### config.mk
export PLATFORM = sky130hd
export DESIGN_NAME = pixel_write_buffer
export DESIGN_NICKNAME = d
export VERILOG_FILES = /design/src/rtl/pixel_write_buffer.sv
export SDC_FILE = /design/constraint.sdc
export NUM_CORES = 1
export LEC_CHECK = 0
export ABC_CLOCK_PERIOD_IN_PS = 4200
export BUFFER_PORTS_ARGS = -buffer_cell sky130_fd_sc_hd__buf_4
export CORE_MARGIN = 1
export CORE_UTILIZATION = 40
export CTS_CLUSTER_DIAMETER = 120
export CTS_CLUSTER_SIZE = 14
export DETAILED_ROUTE_END_ITERATION = 10
export SETUP_SLACK_MARGIN = 0.3
export SLEW_MARGIN = 20
export SYNTH_ARGS = -nofsm -noshare
export SYNTH_HDL_FRONTEND = slang
export SYNTH_SLANG_ARGS = --single-unit
### constraint.sdc
create_clock -name clk -period 4.2 [get_ports clk]
set_clock_uncertainty 0.2 [all_clocks]
set_input_delay 0.21 -clock clk [delete_from_list [all_inputs] [get_ports clk]]
set_output_delay 0.21 -clock clk [all_outputs]
set_load 0.05 [all_outputs]
### src/rtl/pixel_write_buffer.sv
// pixel_write_buffer
// Buffers the view-stage pixel stream (X, Y, RGB444, strobe) in a small FIFO.
// Each pixel is converted to a linear framebuffer address (Y*SCREEN_W + X)
// on entry. Entries drain onto the framebuffer write port whenever it is not
// busy. Pixels lost to a full FIFO or to clipping are counted for debug.
//
// Optional feature macro: PWB_CLIP_EN
//   defined   -> pixels with X >= SCREEN_W or Y >= SCREEN_H are discarded
//                and counted in clip_count (clip wins over the full check)
//   undefined -> every pixel is pushed, the address is truncated to 17 bits,
//                and clip_count is tied to 0
module pixel_write_buffer #(
    parameter int DEPTH    = 16,
    parameter int SCREEN_W = 320,
    parameter int SCREEN_H = 240
) (
    input  logic        clk,
    input  logic        reset,
    input  logic [8:0]  X_in,
    input  logic [7:0]  Y_in,
    input  logic [11:0] Color_in,
    input  logic        writeEn_in,
    input  logic        fb_busy,
    input  logic        clear_stats,
    output logic [16:0] fb_addr,
    output logic [11:0] fb_data,
    output logic        fb_we,
    output logic        full,
    output logic        empty,
    output logic        overflow,
    output logic [7:0]  drop_count,
    output logic [7:0]  clip_count
);

    localparam int AW = $clog2(DEPTH);
    localparam logic [AW:0] LP_LAST = (AW+1)'(DEPTH - 1);
    localparam logic [16:0] LP_W    = 17'(SCREEN_W);

    // Geometry and depth sanity checks at elaboration time
    if ((DEPTH < 4) || (DEPTH > 64) || ((1 << AW) != DEPTH)) begin : g_bad_depth
        $error("pixel_write_buffer: DEPTH must be a power of two in 4..64");
    end
    if (SCREEN_W * SCREEN_H > 131072) begin : g_bad_geom
        $error("pixel_write_buffer: SCREEN_W*SCREEN_H exceeds 17-bit address space");
    end

    typedef enum logic [1:0] {
        S_IDLE,
        S_NONEMPTY,
        S_FULL
    } state_t;

    state_t      r_state;
    logic [AW:0] r_count;
    logic [AW-1:0] r_wptr;
    logic [AW-1:0] r_rptr;
    logic [28:0] r_mem [DEPTH];
    logic        r_full;
    logic        r_empty;
    logic        r_fb_we;
    logic [16:0] r_fb_addr;
    logic [11:0] r_fb_data;
    logic        r_overflow;
    logic [7:0]  r_drop_count;

    logic        w_inrange;
    logic        w_pop;
    logic        w_push;
    logic        w_drop;
    logic [16:0] w_addr;

`ifdef PWB_CLIP_EN
    logic        w_clip;
    logic [7:0]  r_clip_count;

    assign w_inrange = (32'(X_in) < SCREEN_W) && (32'(Y_in) < SCREEN_H);
    assign w_clip    = writeEn_in && !w_inrange;
`else
    assign w_inrange = 1'b1;
`endif

    // Address is formed in 17 bits so an unchecked pixel simply wraps
    assign w_addr = (17'(Y_in) * LP_W) + 17'(X_in);

    // A pop frees a slot on the same edge, so a full FIFO can still accept
    assign w_pop  = !r_empty && !fb_busy;
    assign w_push = writeEn_in && w_inrange && (!r_full || w_pop);
    assign w_drop = writeEn_in && w_inrange && r_full && !w_pop;

    // Storage array: data path only, contents are meaningless when not counted
    always_ff @(posedge clk) begin
        if (w_push) begin
            r_mem[r_wptr] <= {w_addr, Color_in};
        end
    end

    // Pointer advance; both wrap naturally modulo DEPTH
    always_ff @(posedge clk or posedge reset) begin
        if (reset) begin
            r_wptr <= '0;
            r_rptr <= '0;
        end else begin
            if (w_push) r_wptr <= r_wptr + 1'b1;
            if (w_pop)  r_rptr <= r_rptr + 1'b1;
        end
    end

    // Occupancy FSM with registered full/empty flags
    always_ff @(posedge clk or posedge reset) begin
        if (reset) begin
            r_state <= S_IDLE;
            r_count <= '0;
            r_full  <= 1'b0;
            r_empty <= 1'b1;
        end else begin
            case (r_state)
                S_IDLE: begin
                    if (w_push) begin
                        r_count <= r_count + 1'b1;
                        r_empty <= 1'b0;
                        r_state <= S_NONEMPTY;
                    end
                end
                S_NONEMPTY: begin
                    if (w_push && !w_pop) begin
                        r_count <= r_count + 1'b1;
                        if (r_count == LP_LAST) begin
                            r_full  <= 1'b1;
                            r_state <= S_FULL;
                        end
                    end else if (w_pop && !w_push) begin
                        r_count <= r_count - 1'b1;
                        if (r_count == 1) begin
                            r_empty <= 1'b1;
                            r_state <= S_IDLE;
                        end
                    end
                end
                S_FULL: begin
                    if (w_pop && !w_push) begin
                        r_count <= r_count - 1'b1;
                        r_full  <= 1'b0;
                        r_state <= S_NONEMPTY;
                    end
                end
                default: begin
                    r_state <= S_IDLE;
                    r_count <= '0;
                    r_full  <= 1'b0;
                    r_empty <= 1'b1;
                end
            endcase
        end
    end

    // Framebuffer port: head entry registered on a pop, held otherwise
    always_ff @(posedge clk or posedge reset) begin
        if (reset) begin
            r_fb_we   <= 1'b0;
            r_fb_addr <= '0;
            r_fb_data <= '0;
        end else begin
            r_fb_we <= w_pop;
            if (w_pop) begin
                r_fb_addr <= r_mem[r_rptr][28:12];
                r_fb_data <= r_mem[r_rptr][11:0];
            end
        end
    end

    // Drop statistics; clear_stats overrides a same-edge increment
    always_ff @(posedge clk or posedge reset) begin
        if (reset) begin
            r_overflow   <= 1'b0;
            r_drop_count <= '0;
        end else if (clear_stats) begin
            r_overflow   <= 1'b0;
            r_drop_count <= '0;
        end else if (w_drop) begin
            r_overflow <= 1'b1;
            if (r_drop_count != 8'hFF) r_drop_count <= r_drop_count + 1'b1;
        end
    end

`ifdef PWB_CLIP_EN
    // Clip statistics; clear_stats overrides a same-edge increment
    always_ff @(posedge clk or posedge reset) begin
        if (reset) begin
            r_clip_count <= '0;
        end else if (clear_stats) begin
            r_clip_count <= '0;
        end else if (w_clip && (r_clip_count != 8'hFF)) begin
            r_clip_count <= r_clip_count + 1'b1;
        end
    end

    assign clip_count = r_clip_count;
`else
    assign clip_count = 8'd0;
`endif

    assign fb_addr    = r_fb_addr;
    assign fb_data    = r_fb_data;
    assign fb_we      = r_fb_we;
    assign full       = r_full;
    assign empty      = r_empty;
    assign overflow   = r_overflow;
    assign drop_count = r_drop_count;

endmodule

==> results of run 1 <==
area by class of cell:
cell class | count | area share, %
Antenna cell | 1 | 0.0104
Clock inverter | 1 | 0.0676
Tap cell | 680 | 3.54
Clock buffer | 78 | 5.20
Multi-Input combinational cell | 447 | 22.1
Timing Repair Buffer | 140 | 5.03
Sequential cell | 520 | 63.8
Inverter | 17 | 0.265
state kept, by name, indices dropped and copies added (netlist names), 2 cells and up:
name and flops:
drop_count 8, r_rptr 4, r_mem 464, r_wptr 4
fb_addr 17, r_state 2, fb_data 12, r_count 5
placed cells by master (no fill, tap or decap), types with 6 or more instances in the layout:
cell | synthesis | routed
edfxtp_1 | 464 | 464
mux4_2 | 116 | 116
buf_4 | 8 | 109
dfrtp_1 | 55 | 51
clkbuf_16 | 0 | 45
nor3_1 | 37 | 33
clkbuf_1 | 27 | 33
mux2i_1 | 31 | 31
a221o_1 | 30 | 30
mux2_2 | 29 | 29
ha_1 | 27 | 27
nand2_1 | 23 | 23
dlygate4sd3_1 | 0 | 23
nor2_1 | 31 | 19
xnor2_1 | 20 | 18
inv_1 | 16 | 15
a21oi_1 | 14 | 14
nor2_4 | 0 | 12
o21ai_0 | 9 | 9
xor2_1 | 8 | 8
conb_1 | 1 | 8
buf_12 | 0 | 8
nand3_1 | 6 | 6
per-stage QoR:
step                cells  hold WS, ns
floorplan            1048        0.109
global placement     1781        0.131
detailed placement   1781        0.135
CTS                  1883       0.0261
global route         1884       0.0800
finish               1884       0.0564
Yosys cell counts, types with 9 or more instances:
cell type / count / area share [%]
o21ai_0: 9 / 0.22
nand2_1: 23 / 0.41
mux4_2: 116 / 13
nor2_1: 31 / 0.56
buf_1: 11 / 0.20
clkbuf_1: 27 / 0.49
a221o_1: 30 / 1.4
nor3_1: 37 / 0.89
inv_1: 16 / 0.29
edfxtp_1: 464 / 67
buf_6: 9 / 0.49
a21oi_1: 14 / 0.34
mux2_2: 29 / 1.6
ha_1: 27 / 1.6
mux2i_1: 31 / 1.5
xnor2_1: 20 / 0.84
dfrtp_1: 55 / 6.6
buf_2: 9 / 0.22
routing by layer:
metal	track usage [%]	part of all wire, %
met1	24.0	44
met2	29.7	51
met5	0	0
met4	4.57	1.6
met3	2.27	3.8
worst min-delay path: cells and delay by family:
kind                   cells  cell delay (ns)
AO/OA/AOI/OAI              1             0.12
buffers and inverters      3             0.37
kinds of logic (layout without fill, tap and decap cells):
kind of cell    count (synthesis)  in the layout  share of synthesized area [%]
mux                           176            176                           15.6
fa+ha+maj                      29             29                           1.81
buf+inv                        81            236                           1.98
compound gates                 85             85                           3.22
xor+xnor                       28             28                           1.17
other cells                     1              9                         0.0180
simple gates                  121            121                           2.80
flops                         520            520                           73.4
power breakdown:
| part | internal, W | total, W | switching, W |
|---|---|---|---|
| logic | 0.00222 | 0.00480 | 0.00259 |
| clock network | 0.00201 | 0.00376 | 0.00175 |
| registers | 0.00630 | 0.00689 | 0.000594 |
what timing repair did:
action	CTS	global route
hold buffers	23	0
gates resized for setup	0	0
setup buffers	0	0
hold endpoints to repair	318	0
setup endpoints to repair	0	0
worst max-delay path by stage:
| stage | depth (start not counted) | endpoint | slack (ns) | from |
|---|---|---|---|---|
| floorplan | 8 | r_mem[12][0] | 0.89 | empty |
| global placement | 9 | r_mem[12][27] | 0.83 | Y_in[1] |
| detailed placement | 9 | r_mem[12][27] | 0.68 | Y_in[1] |
| CTS | 7 | r_mem[11][14] | 1.09 | empty |
| global route | 9 | r_mem[14][27] | 0.93 | Y_in[1] |
| finish | 7 | r_mem[11][14] | 1.12 | empty |
==> impl_metrics.yaml, run 1 <==
drt:
  routed_via_density: 5.40
  drc: 0
  wl_um: 45000
  drt-pass1-iter-count: 5
  drtIter0Drc: 770
  num_vias: 10200
  routedWlPerCell_um: 23.9
  ant_nets: 0
yosys:
  syn_inst: 1041
  yosysSeqAreaShare_pct: 73.4
  yosys_warnings: 0
  ys.flop_type: "edfxtp_1"
  async_flop_share_pct: 10.8
  synth_seq_cells: 520
  synth.distinct_cells: 58
  synthesis.area_um2: 20900
  synth_edf_count: 464
  synth.avg_cell_area_um2: 20.1
setup_path:
  cpMaxStageDelayCell: "nor2_4"
  timing.rr.start: "empty"
  reg2reg_slack_ns: 1.12
  cp.arrival_ns: 3.16
  regToRegEndpoint: "r_mem[11][14]"
  path_delay_family: "simple AND/OR/NAND/NOR gates"
  cp_cell_sequence: "or2_2 -> nand2_1 -> nand2_1 -> inv_2 -> nand2_1 -> nor2_4 -> buf_4"
  path_common_cell: "nand2_1"
  cp-end-kind: "flop"
  cp.required_ns: 4.28
  critical_path_class: "reg2reg"
  reg2reg_depth: 7
  crit_fanout: 21
  slowest_delay_ns: 0.79
  worst-path-buf-inv: 2
  critPathLaunchType: "flop"
min_path:
  holdCritStartpoint: "Y_in[7]"
  whs_path_depth: 4
  min_to: "r_mem[7][28]"
  hold_path.class: "in2reg"
sta:
  tightest_slew_ns: 1.01
  rsz0062_at_grt: "no"
  layout_setup_ws_ns: 1.12
  period_needed_ns: 3.08
  finalMaxSlewViolations: 0
  tns_ns: 0
  fmax_mhz: 324
  finalHoldViolCount: 0
  post-route-period-util_pct: 73.4
  slew_headroom_pct: 32.6
  setup_viol: 0
pwr:
  finalPower_w: 0.0154
  p_leak_nw: 8.04
  vdd_drop_max_uv: 327
  powerDensity_nw_per_um2: 642
final_layout:
  layout.nets: 1232
  design_area_um2: 24100
  layout-drive-gt1-share_pct: 27.8
  final_util_pct: 46.8
  area_growth_pct: 15.2
  seqCellArea_um2: 15300
  multi_input_area_um2: 5310
  nFillCells: 4278
global_routing:
  grt_pass1_vias: 10600
  grt-ovfl-total: 0
  grt_max_degree: 62
  grt_pass1_wl_um: 68700
  antenna_found_initial: 1
  grt_util_all_layers_pct: 17.6
run:
  maxCapViolations: 0
clock_network:
  cts_tree: "done"
  numCtsBuffers: 43
  htree_levels: 2
  cts.sinks: 520
  cts.clk_slew.worst_paths_ns: 0.07
  cts_root_buffer: "clkbuf_16"
  clockBufferDepth: 3
  clk_latency_ns: 0.57
die:
  die_x_um: 230
  initial_core_util_pct: 40.6
  ios: 83
  dieArea_um2: 53100
  coreArea_um2: 51400
  rows: 83
  fp.dieH_um: 230
placed_design:
  placed_cell_area_um2: 22500
  port_buffers: 74
  place_ws_ns: 0.684
  place.gp.congestion: 0.757
  dpl.hpwl_um: 25800
run_status:
  status: "completed"
(Power assumes the default switching activity.)
==> run 2: changes to the inputs <==
--- a/config.mk
+++ b/config.mk
@@ -5,7 +5,7 @@
 export SDC_FILE = /design/constraint.sdc
 export NUM_CORES = 1
 export LEC_CHECK = 0
-export ABC_CLOCK_PERIOD_IN_PS = 4200
+export ABC_CLOCK_PERIOD_IN_PS = 2700
 export BUFFER_PORTS_ARGS = -buffer_cell sky130_fd_sc_hd__buf_4
 export CORE_MARGIN = 1
 export CORE_UTILIZATION = 40
==> constraint.sdc (replaced) <==
create_clock -name clk -period 2.7 [get_ports clk]
set_clock_uncertainty 0.2 [all_clocks]
set_input_delay 0.135 -clock clk [delete_from_list [all_inputs] [get_ports clk]]
set_output_delay 0.135 -clock clk [all_outputs]
set_load 0.05 [all_outputs]
==> impl_metrics.yaml, run 2 (synthesis results as in run 1) <==
sta:
  fmax_mhz: 427
  tns_ns: 0
  setup_viol: 0
  finalMaxSlewViolations: 0
  post-route-period-util_pct: 86.7
  finalHoldViolCount: 0
  slew_headroom_pct: 52.6
  rsz0062_at_grt: "yes"
  tightest_slew_ns: 0.711
  period_needed_ns: 2.34
clock_network:
  numCtsBuffers: 43
  cts.clk_slew.worst_paths_ns: 0.07
  cts_tree: "done"
  htree_levels: 2
  cts.sinks: 520
  clk_latency_ns: 0.58
  clockBufferDepth: 3
  cts_root_buffer: "clkbuf_16"
final_layout:
  instances_no_fill: 1920
  layout-drive-gt1-share_pct: 32.7
  nFillCells: 4231
  regMostFlops: "r_mem"
  layout_commonest_cell: "edfxtp_1"
  antennaDiodeCount: 0
  largest_reg_flops: 464
  design_area_um2: 25000
  layout.nets: 1270
  area_growth_pct: 19.5
  layout_common_cells: "464 x edfxtp_1, 122 x buf_4, 116 x mux4_2"
run:
  maxCapViolations: 0
die:
  die_x_um: 230
  fp.dieH_um: 230
  dieArea_um2: 53100
  ios: 83
  coreArea_um2: 51400
  initial_core_util_pct: 40.6
  rows: 83
placed_design:
  dp.cells: 1806
  placed_cell_area_um2: 23200
  place.gp.congestion: 0.786
  port_buffers: 74
  dpl.hpwl_um: 25800
drt:
  wl_um: 45400
  drc: 0
  routed_via_density: 5.46
  ant_nets: 0
  routedWlPerCell_um: 23.7
  drtIter0Drc: 743
  drt-pass1-iter-count: 5
  num_vias: 10500
pwr:
  powerDensity_nw_per_um2: 986
  p_int_w: 0.0167
  finalPower_w: 0.0246
  p_comb_share_pct: 33.5
  vdd_drop_max_uv: 505
  p_switching_w: 0.00788
  switching_share_pct: 32.0
  p_leak_nw: 8.37
  clkPwrFrac_pct: 23.8
  p_seq_share_pct: 42.7
global_routing:
  grt_util_all_layers_pct: 17.5
  grt_max_degree: 57
  grt_pass1_vias: 10900
  grt-ovfl-total: 0
  grt_pass1_wl_um: 68700
  antenna_found_initial: 0
min_path:
  hold_path.class: "in2reg"
setup_path:
  cp-end-kind: "flop"
  cp.arrival_ns: 2.59
  critPathLaunchType: "flop"
  cp.required_ns: 2.95
  crit_fanout: 43
  critical_path_class: "reg2reg"
run_status:
  status: "completed"
[run 2: changes by cell type in the layout (fill, tap and decap cells not counted), sizes merged]
| cell | before | now |
|---|---|---|
| dlygate4sd3 | 23 | 25 |
| inv | 17 | 18 |
| clkinv | 1 | 2 |
| clkbuf | 78 | 77 |
| diode | 1 | 0 |
| buf | 117 | 151 |
[run 2: worst max-delay path, cell delays in order, from the launching register on]
cell and delay, ns:
dfrtp_4 0.49, buf_16 0.32, mux4_2 0.57, mux2_2 0.27
a221o_1 0.32
[run 2: final cells by class]
class | instances | area (um2) | share of cell area [%]
Multi-Input combinational cell | 447 | 5640 | 22.6
Sequential cell | 520 | 15300 | 61.5
Clock inverter | 3 | 41.3 | 0.165
Clock buffer | 75 | 1220 | 4.88
Inverter | 17 | 68.8 | 0.276
Tap cell | 680 | 851 | 3.41
Timing Repair Buffer | 178 | 1790 | 7.16
[run 2: per-layer routing]
| layer | part of all wire [%] | GRT usage, % | vias up |
|---|---|---|---|
| met5 | 0 | 0 | - |
| met2 | 49 | 29.2 | 189 |
| li1 | - | - | 4592 |
| met4 | 2.1 | 4.97 | 0 |
| met3 | 3.3 | 2.31 | 61 |
| met1 | 45 | 24.0 | 5641 |
[run 2: power groups by stage]
| stage | sequential (W) | clock [W] | combinational (W) |
|---|---|---|---|
| final | 0.0105 | 0.00585 | 0.00825 |
| after detailed placement | 0.0107 | 0 | 0.00820 |
| after CTS | 0.0105 | 0.00602 | 0.00826 |
| after floorplan | 0.0111 | 0 | 0.00541 |
| after global routing | 0.0106 | 0.00627 | 0.00884 |
| after global placement | 0.0106 | 0 | 0.00812 |
[run 2: what timing repair did]
action | in CTS | in global routing
gates resized for setup | 3 | 8
hold endpoints to repair | 377 | 0
hold buffers | 25 | 0
gates cloned | 0 | 2
buffers inserted | 1 | 8
pin swaps | 1 | 6
endpoints found under the setup margin | 56 | 141
[run 2: path summary, 6_finish.rpt]
check,end,start,cells after the start,slack (ns)
worst max-delay path,fb_data[8],r_rptr[0],4,0.36
worst min-delay path,r_mem[15][28],Y_in[6],5,0.08
worst max register to register,fb_data[8],r_rptr[0],4,0.36
worst min register to register,fb_addr[2],fb_addr[2],1,0.32
max in group asynchronous,r_rptr[2],reset,5,1.38
min in group asynchronous,fb_data[9],reset,5,0.56
[run 2: through the flow]
stage,hold WS (ns),setup WS [ns],utilization (%)
2_1_floorplan,0.0339,0.0263,-
3_3_place_gp,0.0510,-0.195,45.2
6_report,0.0783,0.359,48.6
4_1_cts,0.0562,0.289,48.2
3_5_place_dp,0.0547,-0.283,45.2
5_1_grt,0.123,0.284,48.6
